[src/rtl/mem_arb_pkg.sv]
// Shared types and default sizing for the unified-memory arbiter.
package mem_arb_pkg;

    localparam int ADDR_W_DEF  = 16;
    localparam int DATA_W_DEF  = 16;
    localparam int MEM_LAT_DEF = 4;

    typedef enum logic {
        IDLE = 1'b0,
        BUSY = 1'b1
    } state_t;

    typedef enum logic {
        GNT_IF = 1'b0,
        GNT_D  = 1'b1
    } gnt_t;

endpackage

[src/rtl/mem_arb_lat_cnt.sv]
// Loadable down-counter timing one memory access; done marks the final BUSY cycle.
module mem_arb_lat_cnt #(
    parameter int MEM_LAT = 4
) (
    input  logic clk,
    input  logic rst,
    input  logic load,
    input  logic dec,
    output logic done
);

    localparam int CNT_W = $clog2(MEM_LAT) + 1;

    logic [CNT_W-1:0] cnt;

    always_ff @(posedge clk or posedge rst) begin
        if (rst)
            cnt <= '0;
        else if (load)
            cnt <= CNT_W'(MEM_LAT - 1);
        else if (dec && cnt != '0)
            cnt <= cnt - 1'b1;
    end

    assign done = (cnt == '0);

endmodule

[src/rtl/mem_arbiter.sv]
// Arbitrates IF and data ports onto one fixed-latency single-port memory.
// Define ARB_RR_EN for round-robin tie-breaking; otherwise data beats fetch.
module mem_arbiter
    import mem_arb_pkg::*;
#(
    parameter int ADDR_W  = ADDR_W_DEF,
    parameter int DATA_W  = DATA_W_DEF,
    parameter int MEM_LAT = MEM_LAT_DEF
) (
    input  logic              clk,
    input  logic              rst,
    input  logic              if_req,
    input  logic [ADDR_W-1:0] if_addr,
    output logic [DATA_W-1:0] if_rdata,
    output logic              if_valid,
    output logic              if_stall,
    input  logic              d_req,
    input  logic              d_we,
    input  logic [ADDR_W-1:0] d_addr,
    input  logic [DATA_W-1:0] d_wdata,
    output logic [DATA_W-1:0] d_rdata,
    output logic              d_valid,
    output logic              d_stall,
    output logic              mem_en,
    output logic              mem_wr,
    output logic [ADDR_W-1:0] mem_addr,
    output logic [DATA_W-1:0] mem_wdata,
    input  logic [DATA_W-1:0] mem_rdata
);

    state_t state;
    gnt_t   gnt;
    logic   if_req_m, d_req_m, pick_d, start, cnt_done;

    // A request answered this cycle is still held by the CPU; ignore it so it is not reissued.
    assign if_req_m = if_req & ~if_valid;
    assign d_req_m  = d_req  & ~d_valid;
    assign start    = (state == IDLE) && (if_req_m || d_req_m);

`ifdef ARB_RR_EN
    gnt_t last_grant;

    assign pick_d = d_req_m & (~if_req_m | (last_grant == GNT_IF));

    always_ff @(posedge clk or posedge rst) begin
        if (rst)
            last_grant <= GNT_IF;
        else if (start)
            last_grant <= pick_d ? GNT_D : GNT_IF;
    end
`else
    assign pick_d = d_req_m;
`endif

    mem_arb_lat_cnt #(.MEM_LAT(MEM_LAT)) u_lat_cnt (
        .clk  (clk),
        .rst  (rst),
        .load (start),
        .dec  (state == BUSY),
        .done (cnt_done)
    );

    always_ff @(posedge clk or posedge rst) begin
        if (rst) begin
            state     <= IDLE;
            gnt       <= GNT_IF;
            mem_en    <= 1'b0;
            mem_wr    <= 1'b0;
            mem_addr  <= '0;
            mem_wdata <= '0;
            if_rdata  <= '0;
            d_rdata   <= '0;
            if_valid  <= 1'b0;
            d_valid   <= 1'b0;
        end else begin
            if_valid <= 1'b0;
            d_valid  <= 1'b0;
            case (state)
                IDLE: begin
                    if (start) begin
                        state  <= BUSY;
                        mem_en <= 1'b1;
                        if (pick_d) begin
                            gnt       <= GNT_D;
                            mem_wr    <= d_we;
                            mem_addr  <= d_addr;
                            mem_wdata <= d_wdata;
                        end else begin
                            gnt      <= GNT_IF;
                            mem_wr   <= 1'b0;
                            mem_addr <= if_addr;
                        end
                    end
                end
                BUSY: begin
                    if (cnt_done) begin
                        state  <= IDLE;
                        mem_en <= 1'b0;
                        mem_wr <= 1'b0;
                        if (gnt == GNT_D) begin
                            d_valid <= 1'b1;
                            if (!mem_wr)
                                d_rdata <= mem_rdata;
                        end else begin
                            if_valid <= 1'b1;
                            if_rdata <= mem_rdata;
                        end
                    end
                end
                default: state <= IDLE;
            endcase
        end
    end

    assign if_stall = if_req & ~if_valid;
    assign d_stall  = d_req  & ~d_valid;

endmodule
[config.mk]
export PLATFORM = sky130hd
export DESIGN_NAME = mem_arbiter
export DESIGN_NICKNAME = d
export VERILOG_FILES = /design/src/rtl/mem_arb_pkg.sv /design/src/rtl/mem_arb_lat_cnt.sv /design/src/rtl/mem_arbiter.sv
export SDC_FILE = /design/constraint.sdc
export NUM_CORES = 1
export LEC_CHECK = 0
export CAP_MARGIN = 40
export CORE_MARGIN = 10
export CORE_UTILIZATION = 41
export DETAILED_ROUTE_END_ITERATION = 6
export PLACE_DENSITY = 0.89
export SYNTH_ARGS = -nofsm -noshare
export SYNTH_HDL_FRONTEND = slang
export SYNTH_SLANG_ARGS = --single-unit
[constraint.sdc]
create_clock -name clk -period 2.93 [get_ports clk]
set_input_delay 0.7325 -clock clk [delete_from_list [all_inputs] [get_ports clk]]
set_output_delay 0.7325 -clock clk [all_outputs]
set_load 0.1 [all_outputs]
[After elaboration in Yosys (flattened, before gate mapping)]
Cells that the tools add are included.
Operators by class
  add/sub/neg operators: 1
  eq/ne operators: 2
  mux-type cells: 19
  bitwise gates (word level): 7
  reduce and logical (&&, ||, !) cells: 11
Operators by type and width (number)
  $mux W16: 1
  $mux W1: 13
  $mux W3: 2
  $pmux W1 S2: 3
  $reduce_and A3 Y1: 2
  $not A1 Y1: 5
  $reduce_and A2 Y1: 2
  $reduce_and A4 Y1: 1
  $logic_not A3 Y1: 1
  $reduce_bool A3 Y1: 1
  $sub A3 B1 Y3 const B: 1
  $and A1 B1 Y1: 2
  $logic_and A1 B1 Y1: 2
  $ne A2 B1 Y1 const B: 1
  $ne A2 B2 Y1 const B: 1
  $reduce_bool A2 Y1: 1
  $logic_or A1 B1 Y1: 1
Word-level totals
  bits in registers: 73
  bits of input ports: 69
  output and inout bits: 70
  word-level logic and storage cells: 51

[Longest topological paths before layout]
  word-level depth: 6
  gate-level depth with buffers: 6
  gate-level depth less buffers: 5

[Hierarchy]
Synthesis repeated with hierarchy kept, for this count alone.
Second synthesis, totals
  cell total of the unflattened synthesis: 198
  area total of the unflattened synthesis: 3124.2 um^2
Modules (own cells, without submodules)
  mem_arbiter: instances 1, cells each 180, area an instance 2937.8 um^2, seq. area each 1751.7 um^2
  mem_arb_lat_cnt: instances 1, cells each 18, area an instance 186.4 um^2, seq. area each 75.1 um^2

[Worst setup path after synthesis]
No wires, ideal clock.
  path kind: register to output
  start point: register d_valid
  end point: output d_stall
  data arrival time: 1786 ps
  required time: 2197 ps
  slack: 412 ps
  cell stages (with the launch flop): 4
  buffers on the path: 1
  path through: dfrtp_1 > nand2b_4 > buf_2 > inv_1
Between the ends
  word-level cells in the longest chain between the ends: 2
Ends and longest elaborated chain
  start, declared: RTL line mem_arbiter.sv:22  | output logic d_valid,
  start signal, assigned: RTL line mem_arbiter.sv:74  | d_valid <= 1'b0;
  start signal, assigned: RTL line mem_arbiter.sv:77  | d_valid <= 1'b0;
  start signal, assigned: RTL line mem_arbiter.sv:101  | d_valid <= 1'b1;
  $not A1 Y1: RTL line mem_arbiter.sv:116  | assign d_stall = d_req & ~d_valid;
  $and A1 B1 Y1: RTL line mem_arbiter.sv:116
  end, declared: RTL line mem_arbiter.sv:23  | output logic d_stall,
Every way passes these cells.

[Worst setup path after layout]
  start point: input d_req
  end point: output d_stall
Between the ends
  word-level cells in the longest chain between the ends: 1
Ends and longest elaborated chain
  start, declared: RTL line mem_arbiter.sv:17  | input logic d_req,
  $and A1 B1 Y1: RTL line mem_arbiter.sv:116
Every way passes these cells.

==> impl_results.md <==
* Run status: finished, final reports clean
* Setup CP Type: input pin to output pin
* Clk_skew at 0.00717 ns
* Critical path cell sequence: clkdlybuf4s50_1 > nand2b_4 > inv_1 > buf_12
* Final period utilization at 80.7%
* Overall Global Routing Usage at 14.1%
* Setup_tns at 0 ns
* Sink Count at 73
* Most used DFF post-synth: dfrtp_1
* Top post-synthesis cells by area: dfrtp_1 60%, mux2_2 30%, nand2b_4 0.91%, ha_1 0.83%, buf_6 0.74%
* Resized Gates After CTS at 0
* Vias in the first global route at 2467
* Layout Nets at 414
* CTS tree: done
* Avg WL per Cell at 17.9 um
* Crit end category: output pin
* Ys Warns at 0
* Setup violators final at 0
* Dpl hpwl at 6280 um
* FF-to-FF path depth at 6
* Initial antenna violation count at 0
* Clock latency at the later pin of the worst-skew pair at 0.33 ns
* Slew headroom at 64.3%
* Register area share after synthesis at 60.4%
* Ys async rst share at 100%
* Simple-gate share of the synthesized area at 4.30%
* First-pass GRT wire length at 12700 um
* Die span in x at 106 um
* Port Buf Inserts at 138
* Crit-path leading delay family: buffers and inverters
* Core ar. at 0.00721 sq mm
* Largest area contributor in the synthesized netlist: dfrtp_1
* Critical-path top delay cell: clkdlybuf4s50_1
* Max Fanout on Critical Path at 7
* DR vias at 2119
* Top-count cell post-synth: mux2_2
* Total Wirelength at 7980 um
* Post-Synth Adder-Cell Area at 0.827%
* Area of the mapped netlist at 0.00302 sq mm
* Initial Util at 41.9%
* Yosys reg bits at 73
* WP data required at 2.20 ns
* Mux share of post-synthesis cell area at 30.1%
* Largest family of logic cells by synthesized area: multiplexers
* Routability cong. at 0.742
* Max_cap viols at 0
* Row cnt at 31
* Remaining DRCs at 0
* Fin crit period at 2.36 ns
* Crit-path max cell delay at 0.50 ns
* Class of the worst hold path: register to register
* Compound-cell area share of the yosys netlist at 1.86%
* Pins Over Slew Limit at 0
* Unrepaired setup endpoints after global routing: no
* Vias/cell at 4.75
* Yosys top cell area share at 60.4%
* Post-synth EDFFs at 0
* Worst setup SP type: input pin
* Yosys cell types at 22
* Die Area at 0.0112 sq mm
* F_max at 0.423 GHz
* Synth Area in XOR/XNOR at 0%
* Critical path data arrival time at 1.63 ns
* Pre-Repair DR Iteration Count at 4
* Io pins at 139
* CP bufs+invs at 3
* Cells on Worst Hold Path at 2
* Syn Area/Cell at 15.5 sq um
* Root Buffer: clkbuf_8
* Hold Violations, Final at 0
* Worst-margin pin slew at 0.534 ns
* Die Height at 106 um
* Max clock buf depth at 2
* Clk slew on worst S/H paths at 0.07 ns
* CTS Buf Count at 9
* DRT iter0 DRCs at 52
* Diodes inserted at 0
* Pin count of the biggest net entering global routing at 38
* Most common library cells after synthesis: 80 x mux2_2, 73 x dfrtp_1, 6 x inv_1
* Critical Path Stages at 4
* Area grow syn2layout at 53.5%
* H-tree levels at 3
* Post-Syn Nets at 266
* Post-CTS Hold Buffers at 0
* Synth Instances at 195
* Postcts setup bufs at 0
* GRT overflow at 0
* Proportion of layout cells with a drive suffix above 1 at 51.3%
* Post-DRT Antenna Nets at 0
metal layers:
metal | global-route usage [%] | routed length, um | vias up
met5 | 0 | 0 | -
met4 | 5.32 | 94 | 0
met3 | 7.55 | 933 | 10
met2 | 24.3 | 3950 | 94
met1 | 14.1 | 3000 | 1036
li1 | - | - | 979
worst register-to-register path: stages, from the launching register on:
cell and delay [ns]:
dfrtp_1 0.39, inv_1 0.09, ha_1 0.23, nand3b_4 0.14
nor3_4 0.13, buf_4 0.27, mux2_2 0.37
area by class of cell:
cell class / instances / area, sq um
Clock buffer: 10 / 128
Clock inverter: 5 / 129
Fill cell: 577 / 2570
Inverter: 6 / 22.5
Multi-Input combinational cell: 109 / 1120
Sequential cell: 73 / 1830
Tap cell: 99 / 124
Timing Repair Buffer: 144 / 1290
placed cells by master (no fill, tap or decap):
master           count
nor2_2               1
a21oi_2              1
nand2b_4             2
mux2i_1              1
nor3_4               1
a21oi_1              2
buf_4               73
buf_12               3
a32o_1               1
inv_1                5
dfrtp_1             73
clkinv_4             1
mux2_2              80
nand2b_1             1
inv_2                1
nand2_1              5
clkbuf_1             1
and3_1               2
nand3b_4             1
nor2_1               3
clkdlybuf4s50_1     68
ha_1                 2
bufinv_16            4
o21ai_0              4
clkbuf_8             9
a21o_1               1
nor2_4               1
registers in the layout, summed over array words and instances (netlist names), 3 cells and up:
| register | count |
|---|---|
| u_lat_cnt.cnt | 3 |
| mem_wdata | 16 |
| d_rdata | 16 |
| if_rdata | 16 |
| mem_addr | 16 |
per-stage QoR:
stage                     area, sq um  cells  setup WS, ns  hold slack, ns  util (%)
after floorplan                  3020    195         0.344           0.508         -
after global placement           4380    431         0.563           0.468      60.8
after detailed placement         4380    431         0.556           0.473      60.8
after CTS                        4640    446         0.557           0.492      64.3
after global routing             4640    446         0.530           0.531      64.3
final                            4640    446         0.566           0.486      64.3
final timing paths:
check / endpoint / startpoint / slack [ns]
min in group asynchronous: mem_addr[8]$_DFFE_PP0P_ / rst / 0.82
worst max-delay path: d_stall / d_req / 0.57
worst max register to register: d_rdata[8]$_DFFE_PP0P_ / u_lat_cnt.cnt[0]$_DFFE_PP0P_ / 1.18
worst min-delay path: mem_en$_DFFE_PP0P_ / mem_en$_DFFE_PP0P_ / 0.49
worst min register to register: mem_en$_DFFE_PP0P_ / mem_en$_DFFE_PP0P_ / 0.49
max in group asynchronous: if_rdata[6]$_DFFE_PP0P_ / rst / 1.77
kinds of logic (layout without fill, tap and decap cells):
group	count (synthesis)	count (layout)
compound gates	9	9
fa+ha+maj	2	2
buf+inv	13	165
flops	73	73
mux	81	81
simple gates	17	17
Power is left out: the tool's default activity adds up to more than one toggle a clock period on the data nets, which glitch-free logic cannot reach.
==> patch (config.mk and constraints unchanged) <==
Add a define of `ARB_RR_EN`.
--- a/src/rtl/mem_arbiter.sv
+++ b/src/rtl/mem_arbiter.sv
@@ -1,5 +1,7 @@
 // Arbitrates IF and data ports onto one fixed-latency single-port memory.
 // Define ARB_RR_EN for round-robin tie-breaking; otherwise data beats fetch.
+`define ARB_RR_EN
+
 module mem_arbiter
     import mem_arb_pkg::*;
 #(
Formal check against the unedited RTL: not equivalent (a bounded check fails within 10 cycles, from zero or initial values and one cycle with rst high).
==> patch against the original RTL <==
Area after synthesis is 6.9% higher. Routed wire length increased by 16%. Cell area rose by 3.5%. First-iteration DRC count grew to 2.6 times the old value. Sequential cell count did not move. Setup slack got worse by 0.15 ns. Critical endpoint unchanged. Critical path depth unchanged.
Power is not shown: default switching activity piles up to over one toggle a cycle in this logic, so the estimate is an artifact.
==> patch: results (changes against the original RTL) <==
| Metric | Value |
|---|---|
| Status | `complete, no violations (unchanged)` |
| Synth cell types | `27 (was 22)` |
| Net Count, Synth | `313 (was 266)` |
| DP Wirelength | `6970 µm (was 6280 µm)` |
| Wire length per cell | `18.8 µm (was 17.9 µm)` |
| Final-stage net count | `454 (was 414)` |
| Post-CTS Setup Repair Bufs | `0 (unchanged)` |
| GRT Total Usage | `15.7% (was 14.1%)` |
| Main synth FF type | `dfrtp_1 (unchanged)` |
| Yosys warnings | `0 (unchanged)` |
| Ys async rst share | `100% (unchanged)` |
| Wire length of the first global-routing pass | `14700 µm (was 12700 µm)` |
| CTS buffer count | `9 (unchanged)` |
| Worst Path Arrival | `1.78 ns (was 1.63 ns)` |
| Crit-path max cell delay | `0.48 ns (was 0.50 ns)` |
| Root Buffer | `clkbuf_8 (unchanged)` |
| Clock skew | `0.00963 ns (was 0.00717 ns)` |
| Top Family by Delay on Critical Path | `buffers and inverters (unchanged)` |
| DR iter-0 viols | `136 (was 52)` |
| # fillers | `631 (was 577)` |
| Ranking of synthesized cells by area | `dfrtp_1 57%, mux2_2 14%, a221oi_1 4.3% (was dfrtp_1 60%, mux2_2 30%, nand2b_4 0.91%)` |
| Antenna violations before repair | `0 (unchanged)` |
| Setup WS pre-CTS | `0.384 ns (was 0.556 ns)` |
| Final GP Congestion | `0.759 (was 0.742)` |
| Critical path launch point | `d_req (unchanged)` |
| Largest net degree at the start of global routing | `74 (was 38)` |
| Diodes inserted | `0 (unchanged)` |
| Clock Path Buffers | `2 (unchanged)` |
| Commonest cells in the netlist | `73 x dfrtp_1, 40 x mux2_2, 20 x o21ai_0, 16 x a221oi_1, 16 x a2bb2oi_1 (was 80 x mux2_2, 73 x dfrtp_1, 6 x inv_1, 5 x nand2_1, 4 x o21ai_0)` |
| Slew headroom | `57.0% (was 64.3%)` |
| Sequential share of the synthesized area | `56.5% (was 60.4%)` |
| Via density | `5.15 (was 4.75)` |
| Critical path's slowest cell | `clkdlybuf4s50_1 (unchanged)` |
| Min-delay src | `mem_en (unchanged)` |
| Vias in the first global route | `2838 (was 2467)` |
| Hold Crit Class | `flip-flop to flip-flop (unchanged)` |
| CP Max Fanout | `10 (was 7)` |
| R2R Path Start | `d_valid (was u_lat_cnt.cnt[0])` |
| H-Tree Depth | `3 (unchanged)` |
| PortBufs | `138 (unchanged)` |
| Number of gates resized after cts | `0 (unchanged)` |
| Drt pass-1 iters | `4 (unchanged)` |
| Ratio of cells with drive above 1 in the final layout | `39.2% (was 51.3%)` |
==> patch: tightest hold or removal path, cell delays in order, from the launching register on <==
cell and delay [ns]:
dfrtp_1 0.36, nand2_1 0.05, nand2_1 0.06
==> patch: kinds of logic (layout without fill, tap and decap cells) <==
group | after synthesis | count (layout) | synth area share (%)
AOI/OAI and AO/OA | 57 | 57 | 12.8
and+or+nand+nor | 36 | 36 | 7.98
muxes | 48 | 48 | 17.7
adders and majority gates | 2 | 2 | 0.774
DFF | 73 | 73 | 56.5
buffers and inverters | 26 | 172 | 4.30
==> patch: area by class of cell <==
| type | count | share of cell area, % |
|---|---|---|
| Sequential cell | 73 | 38.1 |
| Clock buffer | 10 | 2.87 |
| Timing Repair Buffer | 149 | 27.6 |
| Tap cell | 102 | 2.66 |
| Clock inverter | 6 | 1.88 |
| Inverter | 7 | 0.547 |
| Multi-Input combinational cell | 143 | 26.4 |
==> patch: metrics by stage <==
stage,hold slack [ns],area [µm²],std cells
after floorplan,0.508,3230,242
after global placement,0.487,4570,474
after detailed placement,0.490,4570,474
after CTS,0.510,4800,490
after global routing,0.530,4800,490
final,0.496,4800,490
==> patch: path summary, 6_finish.rpt <==
check | endpoint | slack [ns] | depth (start not counted)
worst max-delay path | d_stall | 0.42 | 4
worst min-delay path | mem_en | 0.50 | 2
worst max register to register | mem_addr[13] | 0.98 | 6
worst min register to register | mem_en | 0.50 | 2
max in group asynchronous | mem_addr[15] | 1.84 | 3
min in group asynchronous | mem_wdata[0] | 0.79 | 3
==> patch: metal layers <==
metal / global-route usage [%] / wire length [µm] / vias up
li1: - / - / 1172
met1: 17.5 / 3540 / 1245
met2: 25.9 / 4550 / 96
met3: 8.38 / 1040 / 9
met4: 4.05 / 100 / 0
met5: 0 / 0 / -
